File: src/rtl/alu_pkg.sv
// alu_pkg
//   Shared encodings for the RV32I execute-stage ALU: opcode values, ALU
//   funct3 selects and branch funct3 selects, plus a sign-extension helper.
//   Imported by alu and alu_branch_cmp.
package alu_pkg;

  localparam logic [6:0] OP_R      = 7'b0110011;
  localparam logic [6:0] OP_I      = 7'b0010011;
  localparam logic [6:0] OP_LOAD   = 7'b0000011;
  localparam logic [6:0] OP_STORE  = 7'b0100011;
  localparam logic [6:0] OP_BRANCH = 7'b1100011;
  localparam logic [6:0] OP_JAL    = 7'b1101111;
  localparam logic [6:0] OP_JALR   = 7'b1100111;
  localparam logic [6:0] OP_LUI    = 7'b0110111;
  localparam logic [6:0] OP_AUIPC  = 7'b0010111;

  localparam logic [2:0] F3_ADD  = 3'b000;
  localparam logic [2:0] F3_SLL  = 3'b001;
  localparam logic [2:0] F3_SLT  = 3'b010;
  localparam logic [2:0] F3_SLTU = 3'b011;
  localparam logic [2:0] F3_XOR  = 3'b100;
  localparam logic [2:0] F3_SR   = 3'b101;
  localparam logic [2:0] F3_OR   = 3'b110;
  localparam logic [2:0] F3_AND  = 3'b111;

  localparam logic [2:0] F3_BEQ  = 3'b000;
  localparam logic [2:0] F3_BNE  = 3'b001;
  localparam logic [2:0] F3_BLT  = 3'b100;
  localparam logic [2:0] F3_BGE  = 3'b101;
  localparam logic [2:0] F3_BLTU = 3'b110;
  localparam logic [2:0] F3_BGEU = 3'b111;

  function automatic logic [31:0] sext12(input logic [11:0] v);
    return {{20{v[11]}}, v};
  endfunction

endpackage

File: src/rtl/alu_if.sv
// alu_if
//   Decoder-to-ALU bundle: decoded instruction fields and operands toward
//   the ALU, registered result and branch flag back.
//   master : decoder / issue side (drives fields, reads results)
//   slave  : alu (reads fields, drives ALU_result and branch)
interface alu_if;
  logic [6:0]  opcode;
  logic [2:0]  funct3;
  logic [6:0]  funct7;
  logic [4:0]  rs1;
  logic [4:0]  rs2;
  logic [4:0]  rd;
  logic [11:0] imm_i;
  logic [11:0] imm_s;
  logic [11:0] imm_b;
  logic [20:0] imm_j;
  logic [19:0] imm_u;
  logic [31:0] imm32;
  logic [31:0] read_data1;
  logic [31:0] read_data2;
  logic [15:0] pc;
  logic [31:0] ALU_result;
  logic        branch;

  modport master (
    output opcode, funct3, funct7, rs1, rs2, rd, imm_i, imm_s, imm_b, imm_j,
           imm_u, imm32, read_data1, read_data2, pc,
    input  ALU_result, branch
  );

  modport slave (
    input  opcode, funct3, funct7, rs1, rs2, rd, imm_i, imm_s, imm_b, imm_j,
           imm_u, imm32, read_data1, read_data2, pc,
    output ALU_result, branch
  );
endinterface

File: src/rtl/alu_branch_cmp.sv
// alu_branch_cmp
//   Combinational branch condition evaluation.
//   rs1_val_i, rs2_val_i : operands (32)
//   funct3_i             : branch type (3); 010/011 are not branches
//   taken_o              : condition holds
module alu_branch_cmp
  import alu_pkg::*;
(
  input  logic [31:0] rs1_val_i,
  input  logic [31:0] rs2_val_i,
  input  logic [2:0]  funct3_i,
  output logic        taken_o
);

  always_comb begin
    taken_o = 1'b0;
    case (funct3_i)
      F3_BEQ:  taken_o = (rs1_val_i == rs2_val_i);
      F3_BNE:  taken_o = (rs1_val_i != rs2_val_i);
      F3_BLT:  taken_o = ($signed(rs1_val_i) <  $signed(rs2_val_i));
      F3_BGE:  taken_o = ($signed(rs1_val_i) >= $signed(rs2_val_i));
      F3_BLTU: taken_o = (rs1_val_i <  rs2_val_i);
      F3_BGEU: taken_o = (rs1_val_i >= rs2_val_i);
      default: taken_o = 1'b0;
    endcase
  end

endmodule

File: src/rtl/alu.sv
// alu
//   RV32I execute-stage ALU. Computes integer result, load/store address,
//   link address or upper immediate, and the branch/jump-taken flag; both are
//   registered with one cycle of latency.
//   clk   : core clock, rising edge
//   rst_n : asynchronous active-low reset, clears ALU_result and branch
//   bus   : alu_if.slave (decoded fields in, ALU_result/branch out)
//   Build option: define ALU_LUI_AUIPC_EN to compute LUI/AUIPC; otherwise
//   those opcodes produce result 0, branch 0.
module alu
  import alu_pkg::*;
(
  input  logic  clk,
  input  logic  rst_n,
  alu_if.slave  bus
);

  logic [31:0] a;
  logic [31:0] b;
  logic [31:0] sxi;
  logic [31:0] pc32;
  logic [4:0]  shamt;
  logic        taken;
  logic [31:0] result_d, result_q;
  logic        branch_d, branch_q;

  assign a     = bus.read_data1;
  assign b     = bus.read_data2;
  assign sxi   = sext12(bus.imm_i);
  assign pc32  = {16'b0, bus.pc};
  // Decoder routes every shift amount (register or immediate) via imm32.
  assign shamt = bus.imm32[4:0];

  alu_branch_cmp u_cmp (
    .rs1_val_i (a),
    .rs2_val_i (b),
    .funct3_i  (bus.funct3),
    .taken_o   (taken)
  );

  always_comb begin
    result_d = '0;
    branch_d = 1'b0;
    case (bus.opcode)
      OP_R: begin
        case (bus.funct3)
          F3_ADD:  result_d = bus.funct7[5] ? (a - b) : (a + b);
          F3_SLL:  result_d = a << shamt;
          F3_SLT:  result_d = {31'b0, $signed(a) < $signed(b)};
          F3_SLTU: result_d = {31'b0, a < b};
          F3_XOR:  result_d = a ^ b;
          F3_SR:   result_d = bus.funct7[5] ? 32'($signed(a) >>> shamt) : (a >> shamt);
          F3_OR:   result_d = a | b;
          F3_AND:  result_d = a & b;
        endcase
      end
      OP_I: begin
        case (bus.funct3)
          F3_ADD:  result_d = a + sxi;
          F3_SLL:  result_d = a << shamt;
          F3_SLT:  result_d = {31'b0, $signed(a) < $signed(sxi)};
          F3_SLTU: result_d = {31'b0, a < sxi};
          F3_XOR:  result_d = a ^ sxi;
          F3_SR:   result_d = bus.funct7[5] ? 32'($signed(a) >>> shamt) : (a >> shamt);
          F3_OR:   result_d = a | sxi;
          F3_AND:  result_d = a & sxi;
        endcase
      end
      OP_LOAD, OP_STORE: result_d = a + bus.imm32;
      OP_BRANCH: begin
        branch_d = taken;
        result_d = {31'b0, taken};
      end
      OP_JAL, OP_JALR: begin
        result_d = pc32 + 32'd4;
        branch_d = 1'b1;
      end
`ifdef ALU_LUI_AUIPC_EN
      OP_LUI:   result_d = {bus.imm_u, 12'b0};
      OP_AUIPC: result_d = pc32 + {bus.imm_u, 12'b0};
`endif
      default: begin
        result_d = '0;
        branch_d = 1'b0;
      end
    endcase
  end

  always_ff @(posedge clk or negedge rst_n) begin
    if (!rst_n) begin
      result_q <= '0;
      branch_q <= 1'b0;
    end else begin
      result_q <= result_d;
      branch_q <= branch_d;
    end
  end

  assign bus.ALU_result = result_q;
  assign bus.branch     = branch_q;

  // Debug-only fields and immediates the decoder already folds into imm32.
  logic unused_fields;
  assign unused_fields = ^{bus.rs1, bus.rs2, bus.rd, bus.imm_s, bus.imm_b,
                           bus.imm_j, bus.funct7[6], bus.funct7[4:0]};
`ifndef ALU_LUI_AUIPC_EN
  logic unused_imm_u;
  assign unused_imm_u = ^bus.imm_u;
`endif

endmodule

File: src/flat_wrapper.sv
// flat-port wrapper written by rule: the top's interface ports become plain ports
module alu_flat import alu_pkg::*;
  (clk, rst_n, bus_opcode, bus_funct3, bus_funct7, bus_rs1, bus_rs2, bus_rd, bus_imm_i, bus_imm_s, bus_imm_b, bus_imm_j, bus_imm_u, bus_imm32, bus_read_data1, bus_read_data2, bus_pc, bus_ALU_result, bus_branch);
  alu_if bus_i ();
  input  logic clk;
  input  logic rst_n;
  input wire logic [$bits(bus_i.opcode)-1:0] bus_opcode;
  input wire logic [$bits(bus_i.funct3)-1:0] bus_funct3;
  input wire logic [$bits(bus_i.funct7)-1:0] bus_funct7;
  input wire logic [$bits(bus_i.rs1)-1:0] bus_rs1;
  input wire logic [$bits(bus_i.rs2)-1:0] bus_rs2;
  input wire logic [$bits(bus_i.rd)-1:0] bus_rd;
  input wire logic [$bits(bus_i.imm_i)-1:0] bus_imm_i;
  input wire logic [$bits(bus_i.imm_s)-1:0] bus_imm_s;
  input wire logic [$bits(bus_i.imm_b)-1:0] bus_imm_b;
  input wire logic [$bits(bus_i.imm_j)-1:0] bus_imm_j;
  input wire logic [$bits(bus_i.imm_u)-1:0] bus_imm_u;
  input wire logic [$bits(bus_i.imm32)-1:0] bus_imm32;
  input wire logic [$bits(bus_i.read_data1)-1:0] bus_read_data1;
  input wire logic [$bits(bus_i.read_data2)-1:0] bus_read_data2;
  input wire logic [$bits(bus_i.pc)-1:0] bus_pc;
  output wire logic [$bits(bus_i.ALU_result)-1:0] bus_ALU_result;
  output wire logic [$bits(bus_i.branch)-1:0] bus_branch;
  assign bus_i.opcode = bus_opcode;
  assign bus_i.funct3 = bus_funct3;
  assign bus_i.funct7 = bus_funct7;
  assign bus_i.rs1 = bus_rs1;
  assign bus_i.rs2 = bus_rs2;
  assign bus_i.rd = bus_rd;
  assign bus_i.imm_i = bus_imm_i;
  assign bus_i.imm_s = bus_imm_s;
  assign bus_i.imm_b = bus_imm_b;
  assign bus_i.imm_j = bus_imm_j;
  assign bus_i.imm_u = bus_imm_u;
  assign bus_i.imm32 = bus_imm32;
  assign bus_i.read_data1 = bus_read_data1;
  assign bus_i.read_data2 = bus_read_data2;
  assign bus_i.pc = bus_pc;
  assign bus_ALU_result = bus_i.ALU_result;
  assign bus_branch = bus_i.branch;
  alu u_core (.clk(clk), .rst_n(rst_n), .bus(bus_i));
endmodule
File: config.mk
export PLATFORM = sky130hd
export DESIGN_NAME = alu_flat
export DESIGN_NICKNAME = d
export VERILOG_FILES = /design/src/rtl/alu_pkg.sv /design/src/rtl/alu_if.sv /design/src/rtl/alu_branch_cmp.sv /design/src/rtl/alu.sv /design/src/flat_wrapper.sv
export SDC_FILE = /design/constraint.sdc
export NUM_CORES = 1
export LEC_CHECK = 0
export ABC_CLOCK_PERIOD_IN_PS = 1100
export BUFFER_PORTS_ARGS = -buffer_cell sky130_fd_sc_hd__buf_2
export CAP_MARGIN = 25
export CORE_MARGIN = 2
export CORE_UTILIZATION = 43
export DETAILED_ROUTE_END_ITERATION = 16
export PLACE_DENSITY = 0.71
export SLEW_MARGIN = 10
export SYNTH_ARGS = -nofsm -noshare
export SYNTH_HDL_FRONTEND = slang
export SYNTH_HIERARCHICAL = 1
export SYNTH_SLANG_ARGS = --single-unit
export TNS_END_PERCENT = 10
File: constraint.sdc
create_clock -name clk -period 1.1 [get_ports clk]
set_clock_uncertainty 0.05 [all_clocks]
set_input_delay 0.165 -clock clk [delete_from_list [all_inputs] [get_ports clk]]
set_output_delay 0.165 -clock clk [all_outputs]
set_load 0.05 [all_outputs]
[Word level (Yosys, flattened, before mapping)]
Cells that the tools add are included.
Widths: inputs -> output; s select.
Storage, ports and cells
  input bits: 223
  output and inout bits: 33
  bits in registers: 33
  logic and storage cells: 48
Cells by class
  add/sub/neg operators: 5
  shift-type cells: 3
  equality and inequality tests: 16
  $lt $le $gt $ge: 6
  reduce and logical (&&, ||, !) cells: 3
  mux-type cells: 7
  bitwise operators: 6
Operator list (number)
  $pmux 32 s8: 2
  $pmux 32 s5: 1
  $add 32x32->32: 3
  $lt 32x32->1: 3
  $and 32x32->32: 2
  $ge 32x32->1: 2
  $mux 32: 2
  $or 32x32->32: 2
  $xor 32x32->32: 2
  $eq 32x32->1: 1
  $lt 32x12->1: 1
  $ne 32x32->1: 1
  $shl 32x5->32: 1
  $shr 32x5->32: 1
  $sshr 32x5->32: 1
  $sub 32x32->32: 1
  $eq 7x7->1 const B: 3
  $add 16x3->17 const B: 1
  $eq 7x6->1 const B: 2
  $eq 3x3->1 const B: 4
  $eq 7x2->1 const B: 1
  $eq 7x5->1 const B: 1
  $eq 3x2->1 const B: 2
  $pmux 1 s6: 1
  other kinds (4): 5

[Longest topological paths before layout]
Gate-level depths: netlist (run 1).
  word-level depth: 4
  depth in mapped cells: 15
  mapped depth without buffers: 14

[By module]
Netlist (run 1), hierarchy kept.
Modules (own cells, without submodules)
  alu: area an instance 15920.3 sq um, cells an instance 2270, seq. area each 825.8 sq um, times used 1
  alu_branch_cmp: area an instance 955.9 sq um, cells an instance 130, seq. area each 0.0 sq um, times used 1

[Worst setup path after synthesis (run 1)]
Ideal clock, no wire load.
  path kind: input to register
  start: input port bus_imm_i[11]
  end: register u_core.result_q[27], in the netlist u_core/bus.ALU_result[27]
  path buffers: 1
  path slack: -2378 ps
  setup time: 126 ps
  arrival: 3302 ps
  data required time: 924 ps
  stages: 13
  path through: inv_1 -> ha_1 -> clkbuf_1 -> a21o_1 -> a21oi_1 -> nor2b_1 -> a311oi_1 -> a21bo_2 -> a31o_2 -> a41oi_1 -> xor2_1 -> a221oi_1 -> a311o_1
On the way
  cells in the longest elaborated chain, start to end: 3
  elaborated cells on any way between the ends: 6
  those cells by class: add/sub (1); mux (2); bitwise (3)
RTL lines
  start: declaration: line flat_wrapper.sv:13  | input wire logic [$bits(bus_i.imm_i)-1:0] bus_imm_i;
  $add 32x32->32, or another cell as far along: line alu.sv:59  | F3_ADD: result_d = a + sxi;
  $pmux 32 s8 *: line alu.sv:58  | case (bus.funct3)
  $pmux 32 s5 *: line alu.sv:44  | case (bus.opcode)
  net u_core.result_d[27]: line alu.sv:24  | logic [31:0] result_d, result_q;
  end signal: assignment: line alu.sv:94  | result_q <= result_d;
  end: declaration: line alu.sv:24
Mark *: on every way through the listed nets, which the timed path passes. The rest lies on a longest branch.

[Worst setup path in the final report (run 1)]
  start: input port bus_read_data1[10]
  end: register u_core.result_q[0], in the netlist u_core/bus.ALU_result[0]
On the way
  elaborated cells on any way between the ends: 16
  those cells by class: order compare (6); eq/ne (2); shift (3); mux (5)
RTL lines
  start: declaration: line flat_wrapper.sv:19  | input wire logic [$bits(bus_i.read_data1)-1:0] bus_read_data1;
  $ge 32x32->1, or another cell as far along: line alu_branch_cmp.sv:23  | F3_BGEU: taken_o = (rs1_val_i >= rs2_val_i);
  $pmux 1 s6 *: line alu_branch_cmp.sv:17  | case (funct3_i)
  net u_core.taken: line alu.sv:23  | logic taken;
  $pmux 32 s5 *: line alu.sv:44
  net u_core.result_d[0]: line alu.sv:24
Marks and branches as above.

==> PnR_summary.wiki, run 1 <==
{| class="wikitable"
! Metric !! Value
|-
| Worst setup margin || -1.94 ns
|-
| Critical path, cell by cell || buf_2 > buf_4 > buf_4 > ha_4 > nand3_2 > nor4_4 > a21boi_2 > o31a_1 > o311a_1 > nor3b_4 > nor2b_4 > mux2_4 > nand2_8 > o221ai_4 > a21oi_2 > o211ai_1
|-
| Number of global-route vias before repair || 23500
|-
| Placeable core region || 38700 um2
|-
| # nets final || 3802
|-
| Worst Max-Slew Pin Slew || 0.755 ns
|-
| Die height || 202 um
|-
| Number of iterations in the first detailed-routing pass || 6
|-
| Clock tree from TritonCTS || built
|-
| Setup repair after global routing missed its margin || yes
|-
| Layout cell share with drive strength beyond 1 || 41.2%
|-
| Achievable frequency || 329 MHz
|-
| Startpoint-to-endpoint class of the critical path || in2reg
|-
| Primary FF master, synth || dfrtp_1
|-
| FILL cells || 3286
|-
| Most common cell after layout, fill and taps aside || buf_4
|-
| Highest net fanout along the worst path || 7
|-
| Total global-route track usage || 46.2%
|-
| Multi-input logic area || 16000 um2
|-
| Critical path required time || 1.23 ns
|-
| Clock Tree Root || clkbuf_16
|-
| Last weighted congestion value of the routability-driven placer || 1.13
|-
| Final Cycle Share || 276%
|-
| Wire length per cell || 25.6 um
|-
| Setup-violating endpoint count in the final report || 41
|-
| Result of the run || finished, violations left
|-
| Worst slack, placed || -2.64 ns
|-
| DIE WIDTH || 202 um
|-
| Endpoint class of the critical path || register
|-
| # IOs || 256
|-
| Share of synthesized flip-flops with an asynchronous set or reset || 100%
|-
| Syn avg cell area || 7.03 um2
|-
| Area delta synth->final || 57.2%
|-
| Detailed-route wire length || 98.4 mm
|-
| Starting DRT DRC Count || 3205
|-
| Synth Net Count || 2884
|-
| Port-buffer cells || 169
|-
| Violated checks || negative setup slack
|-
| Commonest cells after routing, fill and taps aside || buf_4, ha_1, a21oi_1, nor2_1, nand2_1
|-
| Register Area || 828 um2
|-
| Sum of overflow across all layers after global routing || 0
|-
| Number of enable-type register cells in the synthesized netlist || 0
|-
| Power density over the cells || 621 nW/um2
|-
| Count of placed standard cells including taps || 3810
|-
| Worst-case clock buffer depth || 2
|-
| Worst hold path stage count || 3
|-
| Vias after detailed routing || 24200
|-
| Count of unresolved DRC violations after routing || 0
|-
| Std-Cell Rows || 72
|-
| Final period demand of the worst path || 3.04 ns
|-
| Number of max-capacitance violations reported || 0
|-
| Hold worst-path end || u_core/bus.ALU_result[16]$_DFF_PN0_
|-
| Number of synthesis warnings || 6
|-
| Netlist area before placement || 16900 um2
|-
| Htree depth || 2
|-
| Number of distinct library cells after synthesis || 98
|-
| Half-perimeter wire length after placement || 80.3 mm
|-
| Number of sinks on the clock net || 33
|-
| Worst min-delay path class || in2reg
|-
| Most common cell on crit path || buf_4
|-
| Worst slew margin relative to its limit || 49.3%
|-
| Final count of hold timing violations || 0
|-
| Critical Path AT || 3.16 ns
|-
| Hold Startpoint || bus_pc[14]
|-
| Critical Path Start Type || primary input
|-
| Dominant delay contributor by cell family on the critical path || compound AO/OA/AOI/OAI gates
|-
| Full die area || 40800 um2
|-
| Number of antenna violations at the first check in global routing || 2
|-
| Slowest cell delay on critical path || 0.40 ns
|-
| Maximum number of pins on one net before global-route repair || 34
|-
| Total chip power || 0.0165 W
|-
| Peak supply drop || 0.000527 V
|-
| Initial Utilization || 43.6%
|-
| Clock slew at the register clock pins of the worst setup and hold paths || 0.08 ns
|-
| Clock buffer count from CTS || 5
|-
| Non-Filler Instances || 3838
|-
| Static Leak || 12.9 nW
|-
| Max Transition Viols Final || 0
|-
| Count of mapped cells out of synthesis || 2400
|-
| Seq cells post-synth || 33
|-
| Sequential element share of the synthesized area || 4.89%
|-
| Worst path buffer plus inverter count || 3
|-
| First-pass GRT wire length || 143 mm
|-
| Average vias per placed instance || 6.31
|-
| Worst path slowest cell || o311a_1
|-
| Residual antenna-violating net count after detailed routing || 0
|}
-- synth_stat cells (18+ instances only) --
| master | count | area (um2) |
|---|---|---|
| clkbuf_1 | 104 | 390 |
| nor3_1 | 49 | 245 |
| xor2_1 | 30 | 263 |
| inv_1 | 167 | 627 |
| mux2i_1 | 72 | 721 |
| a21o_1 | 44 | 330 |
| a22oi_1 | 31 | 233 |
| a21oi_1 | 231 | 1160 |
| or3_1 | 22 | 138 |
| xnor2_1 | 57 | 499 |
| nor2b_1 | 20 | 125 |
| o21bai_1 | 20 | 150 |
| o21ai_1 | 37 | 185 |
| o22ai_1 | 19 | 119 |
| buf_2 | 40 | 200 |
| o211ai_1 | 35 | 263 |
| nand3_1 | 48 | 240 |
| mux4_2 | 30 | 676 |
| and2_1 | 18 | 113 |
| ha_1 | 257 | 3220 |
| nor2_1 | 203 | 762 |
| nand4_1 | 18 | 113 |
| a31oi_1 | 25 | 156 |
| dfrtp_1 | 33 | 826 |
| o21ai_0 | 160 | 801 |
| nand2_1 | 199 | 747 |
| nand2b_1 | 20 | 125 |
| a211oi_1 | 53 | 398 |
| a221oi_1 | 52 | 455 |
| o21a_1 | 25 | 188 |
-- flip-flops by register name, summed over array words and instances, names as in the netlist --
signal	flops
u_core/bus.branch	1
u_core/bus.ALU_result	32
-- cells by family (layout without fill, tap and decap cells) --
family	count (synthesis)	count (layout)	share of synthesized area, %
muxes	121	121	9.54
buffers and inverters	344	1263	8.33
AOI/OAI and AO/OA	883	883	34.4
xor gates and xnor gates	87	87	4.52
DFF	33	33	4.89
other	0	1	0
adders and majority gates	261	261	19.5
and+or+nand+nor	671	671	18.8
-- area by class of cell --
| cell class | instances | area share (%) |
|---|---|---|
| Multi-Input combinational cell | 2023 | 60.3 |
| Timing Repair Buffer | 1081 | 31.0 |
| Sequential cell | 33 | 3.12 |
| Inverter | 174 | 2.56 |
| Tap cell | 518 | 2.44 |
| Clock buffer | 6 | 0.486 |
| Clock inverter | 2 | 0.0377 |
| Antenna cell | 1 | 0.00943 |
-- per-stage QoR --
| stage | utilization, % | hold slack, ns | TNS [ns] | instance area, um2 |
|---|---|---|---|---|
| floorplan | - | -0.181 | -51.38 | 17000 |
| global placement | 63.7 | 0.103 | -71.57 | 24700 |
| detailed placement | 63.7 | 0.124 | -72.37 | 24700 |
| CTS | 67.3 | 0.142 | -54.00 | 26100 |
| global route | 68.5 | 0.157 | -58.96 | 26500 |
| finish | 68.5 | 0.150 | -56.86 | 26500 |
-- tightest hold or removal path: stages --
cell and delay [ns]:
buf_2 0.12, nand4_1 0.10, nand3_1 0.07
-- what timing repair did --
item | CTS | global route
pin swaps | 82 | 47
gates resized for setup | 240 | 101
buffers inserted | 17 | 4
hold buffers | 1 | 0
setup endpoints to repair | 60 | 50
hold endpoints to repair | 33 | 0
-- report_power, final --
group	internal, W	switching, W	total, W
registers	0.00123	0.0000134	0.00125
clock network	0.000840	0.000766	0.00161
logic	0.00621	0.00743	0.0136
total	0.00828	0.00821	0.0165
-- routing by layer --
metal  track usage (%)  wire, um  up-vias  part of all wire, %
met5                 0         0        -                    0
met4              20.2      5330        0                  5.4
met3              10.8     12100      322                   12
met2              71.7     41700     1649                   42
met1              61.0     39300    11500                   40
li1                  -         -    10700                    -
-- worst max-delay path by stage --
| stage | startpoint | endpoint | slack, ns | cells after the start |
|---|---|---|---|---|
| detailed placement | bus_read_data1[25] | u_core/bus.ALU_result[0]$_DFF_PN0_ | -2.64 | 16 |
| global placement | bus_read_data1[25] | u_core/bus.ALU_result[0]$_DFF_PN0_ | -2.62 | 16 |
| CTS | bus_read_data1[24] | u_core/bus.ALU_result[27]$_DFF_PN0_ | -1.87 | 13 |
| floorplan | bus_imm_i[11] | u_core/bus.ALU_result[27]$_DFF_PN0_ | -2.10 | 13 |
| finish | bus_read_data1[10] | u_core/bus.ALU_result[0]$_DFF_PN0_ | -1.94 | 16 |
| global route | bus_read_data1[24] | u_core/bus.ALU_result[31]$_DFF_PN0_ | -1.98 | 14 |
No activity file was read; power rests on OpenSTA's default activity.
==> run 2: changes to the inputs <==
--- a/config.mk
+++ b/config.mk
@@ -8,10 +8,13 @@
 export ABC_CLOCK_PERIOD_IN_PS = 1100
 export BUFFER_PORTS_ARGS = -buffer_cell sky130_fd_sc_hd__buf_2
 export CAP_MARGIN = 25
+export CELL_PAD_IN_SITES_DETAIL_PLACEMENT = 1
+export CELL_PAD_IN_SITES_GLOBAL_PLACEMENT = 1
 export CORE_MARGIN = 2
 export CORE_UTILIZATION = 43
 export DETAILED_ROUTE_END_ITERATION = 16
-export PLACE_DENSITY = 0.71
+export PLACE_DENSITY = 0.91
+export REMOVE_ABC_BUFFERS = 1
 export SLEW_MARGIN = 10
 export SYNTH_ARGS = -nofsm -noshare
 export SYNTH_HDL_FRONTEND = slang
==> run 2 against run 1 <==
Against the previous run:
- the run now fails in clock tree synthesis (4_1_cts)
- synthesized area stayed put
- synthesized cell count stayed put
==> PnR_summary.wiki, run 2 <==
{| class="wikitable"
! Metric !! Value
|-
| Result of the run || did not finish
|-
| Stage where the run ended || clock tree synthesis (4_1_cts)
|-
| Error that stopped the run || [ERROR DPL-0033] detailed placement checks failed during check placement.
|-
| Placed Instance Area || 24000 um2
|-
| Xor and xnor fraction of the mapped netlist area || 4.52%
|-
| Number of sinks on the clock net || 33
|-
| Sequential element share of the synthesized area || 4.89%
|-
| Post-synth top area cell || ha_1
|-
| Primary FF master, synth || dfrtp_1
|-
| # IOs || 256
|-
| Htree depth || 2
|-
| Std-Cell Rows || 72
|-
| Last weighted congestion value of the routability-driven placer || 1.22
|-
| Netlist area before placement || 16900 um2
|-
| Adder and majority gate portion of the synthesized area || 19.5%
|-
| Basic-gate share of the synthesized area counting and, or, nand and nor cells || 18.8%
|-
| Port-buffer cells || 169
|-
| Total of cells resized after clock tree synthesis || 510
|-
| Compound-cell area share of the yosys netlist || 34.4%
|-
| Number of distinct library cells after synthesis || 98
|-
| DIE WIDTH || 202 um
|-
| Clock Tree Root || clkbuf_16
|-
| Number of enable-type register cells in the synthesized netlist || 0
|-
| Clock buffer count from CTS || 5
|-
| Number of synthesis warnings || 6
|-
| Count of placed standard cells including taps || 3736
|-
| Syn avg cell area || 7.03 um2
|-
| Seq cells post-synth || 33
|-
| Worst slack, placed || -3.09 ns
|-
| Ranking of synthesized cells by area || ha_1, a21oi_1, dfrtp_1, o21ai_0, nor2_1
|-
| Share of synthesized flip-flops with an asynchronous set or reset || 100%
|-
| Number of buffers inserted for hold repair after clock tree synthesis || 1
|-
| Die height || 202 um
|-
| Half-perimeter wire length after placement || 100 mm
|-
| Worst-case clock buffer depth || 2
|-
| Count leader, synth || ha_1
|-
| Largest family of logic cells by synthesized area || compound AO/OA/AOI/OAI gates
|-
| Setup fix buffers added after clock tree synthesis || 40
|-
| Multiplexer fraction of the synthesized cell area || 9.54%
|-
| Initial Utilization || 43.6%
|-
| Count of mapped cells out of synthesis || 2400
|-
| Share of Yosys cell area claimed by the top area cell type || 19.1%
|-
| Commonest cells in the netlist || ha_1, a21oi_1, nor2_1
|}
[run 2: through the flow]
| step | hold slack, ns | TNS, ns |
|---|---|---|
| floorplan | -0.181 | -97.22 |
| global placement | 0.102 | -69.09 |
| detailed placement | 0.125 | -79.81 |
[run 2: kinds of logic after synthesis]
group | count (synthesis)
adders and majority gates | 261
AOI/OAI and AO/OA | 883
buffers and inverters | 344
DFF | 33
xor gates and xnor gates | 87
and+or+nand+nor | 671
muxes | 121
==> run 3: changes to the inputs <==
--- a/config.mk
+++ b/config.mk
@@ -8,12 +8,10 @@
 export ABC_CLOCK_PERIOD_IN_PS = 1100
 export BUFFER_PORTS_ARGS = -buffer_cell sky130_fd_sc_hd__buf_2
 export CAP_MARGIN = 25
-export CELL_PAD_IN_SITES_DETAIL_PLACEMENT = 1
-export CELL_PAD_IN_SITES_GLOBAL_PLACEMENT = 1
 export CORE_MARGIN = 2
-export CORE_UTILIZATION = 43
+export CORE_UTILIZATION = 28
 export DETAILED_ROUTE_END_ITERATION = 16
-export PLACE_DENSITY = 0.91
+export PLACE_DENSITY_LB_ADDON = 0.15
 export REMOVE_ABC_BUFFERS = 1
 export SLEW_MARGIN = 10
 export SYNTH_ARGS = -nofsm -noshare
==> run 3 against run 2 <==
Against the previous run:
- the flow now finishes, with violations (negative setup slack)
==> PnR_summary.wiki, run 3 (synthesized netlist as in run 1, its figures left out) <==
{| class="wikitable"
! Metric !! Value
|-
| Number of antenna violations at the first check in global routing || 2
|-
| DIE WIDTH || 250 um
|-
| Full die area || 62300 um2
|-
| Total global-route track usage || 31.4%
|-
| Commonest cells after routing, fill and taps aside || buf_4, ha_1, a21oi_1, nor2_1, nand2_1
|-
| Residual antenna-violating net count after detailed routing || 0
|-
| Wire length per cell || 24.6 um
|-
| Std-Cell Rows || 89
|-
| Register Area || 827 um2
|-
| Maximum number of pins on one net before global-route repair || 64
|-
| Endpoint class of the critical path || register
|-
| Die height || 250 um
|-
| Worst hold path stage count || 3
|-
| Final Cycle Share || 292%
|-
| # nets final || 3831
|-
| Setup repair after global routing missed its margin || yes
|-
| Final hold slack || 0.162 ns
|-
| Violated checks || negative setup slack
|-
| Peak supply drop || 0.000552 V
|-
| Initial Utilization || 28.4%
|-
| Non-Filler Instances || 4122
|-
| Result of the run || finished, violations left
|-
| Placeable core region || 59400 um2
|-
| FILL cells || 6129
|-
| Critical path required time || 1.19 ns
|-
| Number of sinks on the clock net || 33
|-
| Clock Tree Root || clkbuf_16
|-
| Worst Max-Slew Pin Slew || 0.824 ns
|-
| Number of global-route vias before repair || 22200
|-
| # IOs || 256
|-
| Max Transition Viols Final || 0
|-
| Achievable frequency || 312 MHz
|-
| Half-perimeter wire length after placement || 84.3 mm
|-
| Count of placed standard cells including taps || 4069
|-
| Final count of hold timing violations || 0
|-
| Last weighted congestion value of the routability-driven placer || 0.964
|-
| Clock slew at the register clock pins of the worst setup and hold paths || 0.07 ns
|-
| Number of iterations in the first detailed-routing pass || 5
|-
| Multi-input logic area || 16200 um2
|-
| Worst-case clock buffer depth || 2
|-
| Clock buffer count from CTS || 5
|-
| Final period demand of the worst path || 3.21 ns
|-
| Highest net fanout along the worst path || 8
|-
| Vias after detailed routing || 23000
|-
| Power density over the cells || 607 nW/um2
|-
| Setup-violating endpoint count in the final report || 44
|-
| Startpoint-to-endpoint class of the critical path || in2reg
|-
| Average vias per placed instance || 5.59
|-
| Count of unresolved DRC violations after routing || 0
|-
| Worst setup margin || -2.11 ns
|-
| Starting DRT DRC Count || 2086
|-
| Area delta synth->final || 62.4%
|-
| Number of max-capacitance violations reported || 0
|-
| Most common cell after layout, fill and taps aside || buf_4
|-
| Port-buffer cells || 169
|-
| Static Leak || 13.1 nW
|-
| Worst slew margin relative to its limit || 44.6%
|-
| First-pass GRT wire length || 147 mm
|-
| Flip-flop count of the largest register after layout || 32
|-
| Clock tree from TritonCTS || built
|-
| Sum of overflow across all layers after global routing || 0
|-
| Critical Path AT || 3.30 ns
|-
| Detailed-route wire length || 101 mm
|-
| Htree depth || 2
|-
| Layout cell share with drive strength beyond 1 || 42.3%
|-
| Worst min-delay path class || in2reg
|-
| Critical Path Start Type || primary input
|}
## run 3: final cells by class
cell class / count / area share (%)
Tap cell: 773 / 3.53
Multi-Input combinational cell: 2023 / 59.0
Clock inverter: 2 / 0.0365
Timing Repair Buffer: 1110 / 31.5
Clock buffer: 6 / 0.470
Sequential cell: 33 / 3.02
Antenna cell: 1 / 0.00913
Inverter: 174 / 2.46
## run 3: metal layers
layer,track usage (%),share of wire (%),vias up
met2,49.3,44,851
met5,0,0,-
met1,44.5,46,11300
li1,-,-,10800
met4,8.62,2.8,0
met3,4.30,7.5,118
## run 3: stage by stage
step	setup TNS, ns	util (%)	power, W	area (um2)	setup slack, ns
finish	-58.09	46.2	0.0166	27400	-2.11
global route	-61.19	46.2	0.0176	27400	-2.12
CTS	-57.74	45.4	0.0162	26900	-2.04
detailed placement	-78.00	42.1	0.0135	25000	-3.17
global placement	-77.58	42.1	0.0135	25000	-3.17
floorplan	-97.22	-	0.00669	16100	-3.29
## run 3: path summary, 6_finish.rpt
path	from	endpoint
setup / recovery	bus_read_data1[20]	u_core/bus.ALU_result[0]$_DFF_PN0_
hold / removal	bus_pc[15]	u_core/bus.ALU_result[16]$_DFF_PN0_
max in group asynchronous	rst_n	u_core/bus.ALU_result[25]$_DFF_PN0_
min in group asynchronous	rst_n	u_core/bus.ALU_result[18]$_DFF_PN0_
## run 3: worst max-delay path, stage by stage
cell      delay [ns]
buf_2           0.12
buf_4           0.24
buf_4           0.24
ha_1            0.25
and4_4          0.17
and4bb_2        0.28
nor3b_4         0.17
buf_4           0.15
nor4_4          0.25
nor3b_4         0.12
nor2b_4         0.15
mux2_4          0.28
nand2_4         0.07
o221ai_4        0.10
a21oi_4         0.26
o211ai_1        0.25
## run 3: repair_timing
action,CTS,global route
hold buffers,1,0
hold endpoints to repair,33,0
setup buffers,34,13
endpoints found under the setup margin,65,52
pin swaps,97,45
resized for setup,324,84
## run 3: report_power, final
group | total (W) | switching [W] | leakage, nW | internal [W]
sequential | 0.00125 | 0.0000152 | 0.457 | 0.00123
combinational | 0.0138 | 0.00740 | 12.6 | 0.00638
clock | 0.00160 | 0.000762 | 0.0706 | 0.000840
total | 0.0166 | 0.00818 | 13.1 | 0.00846
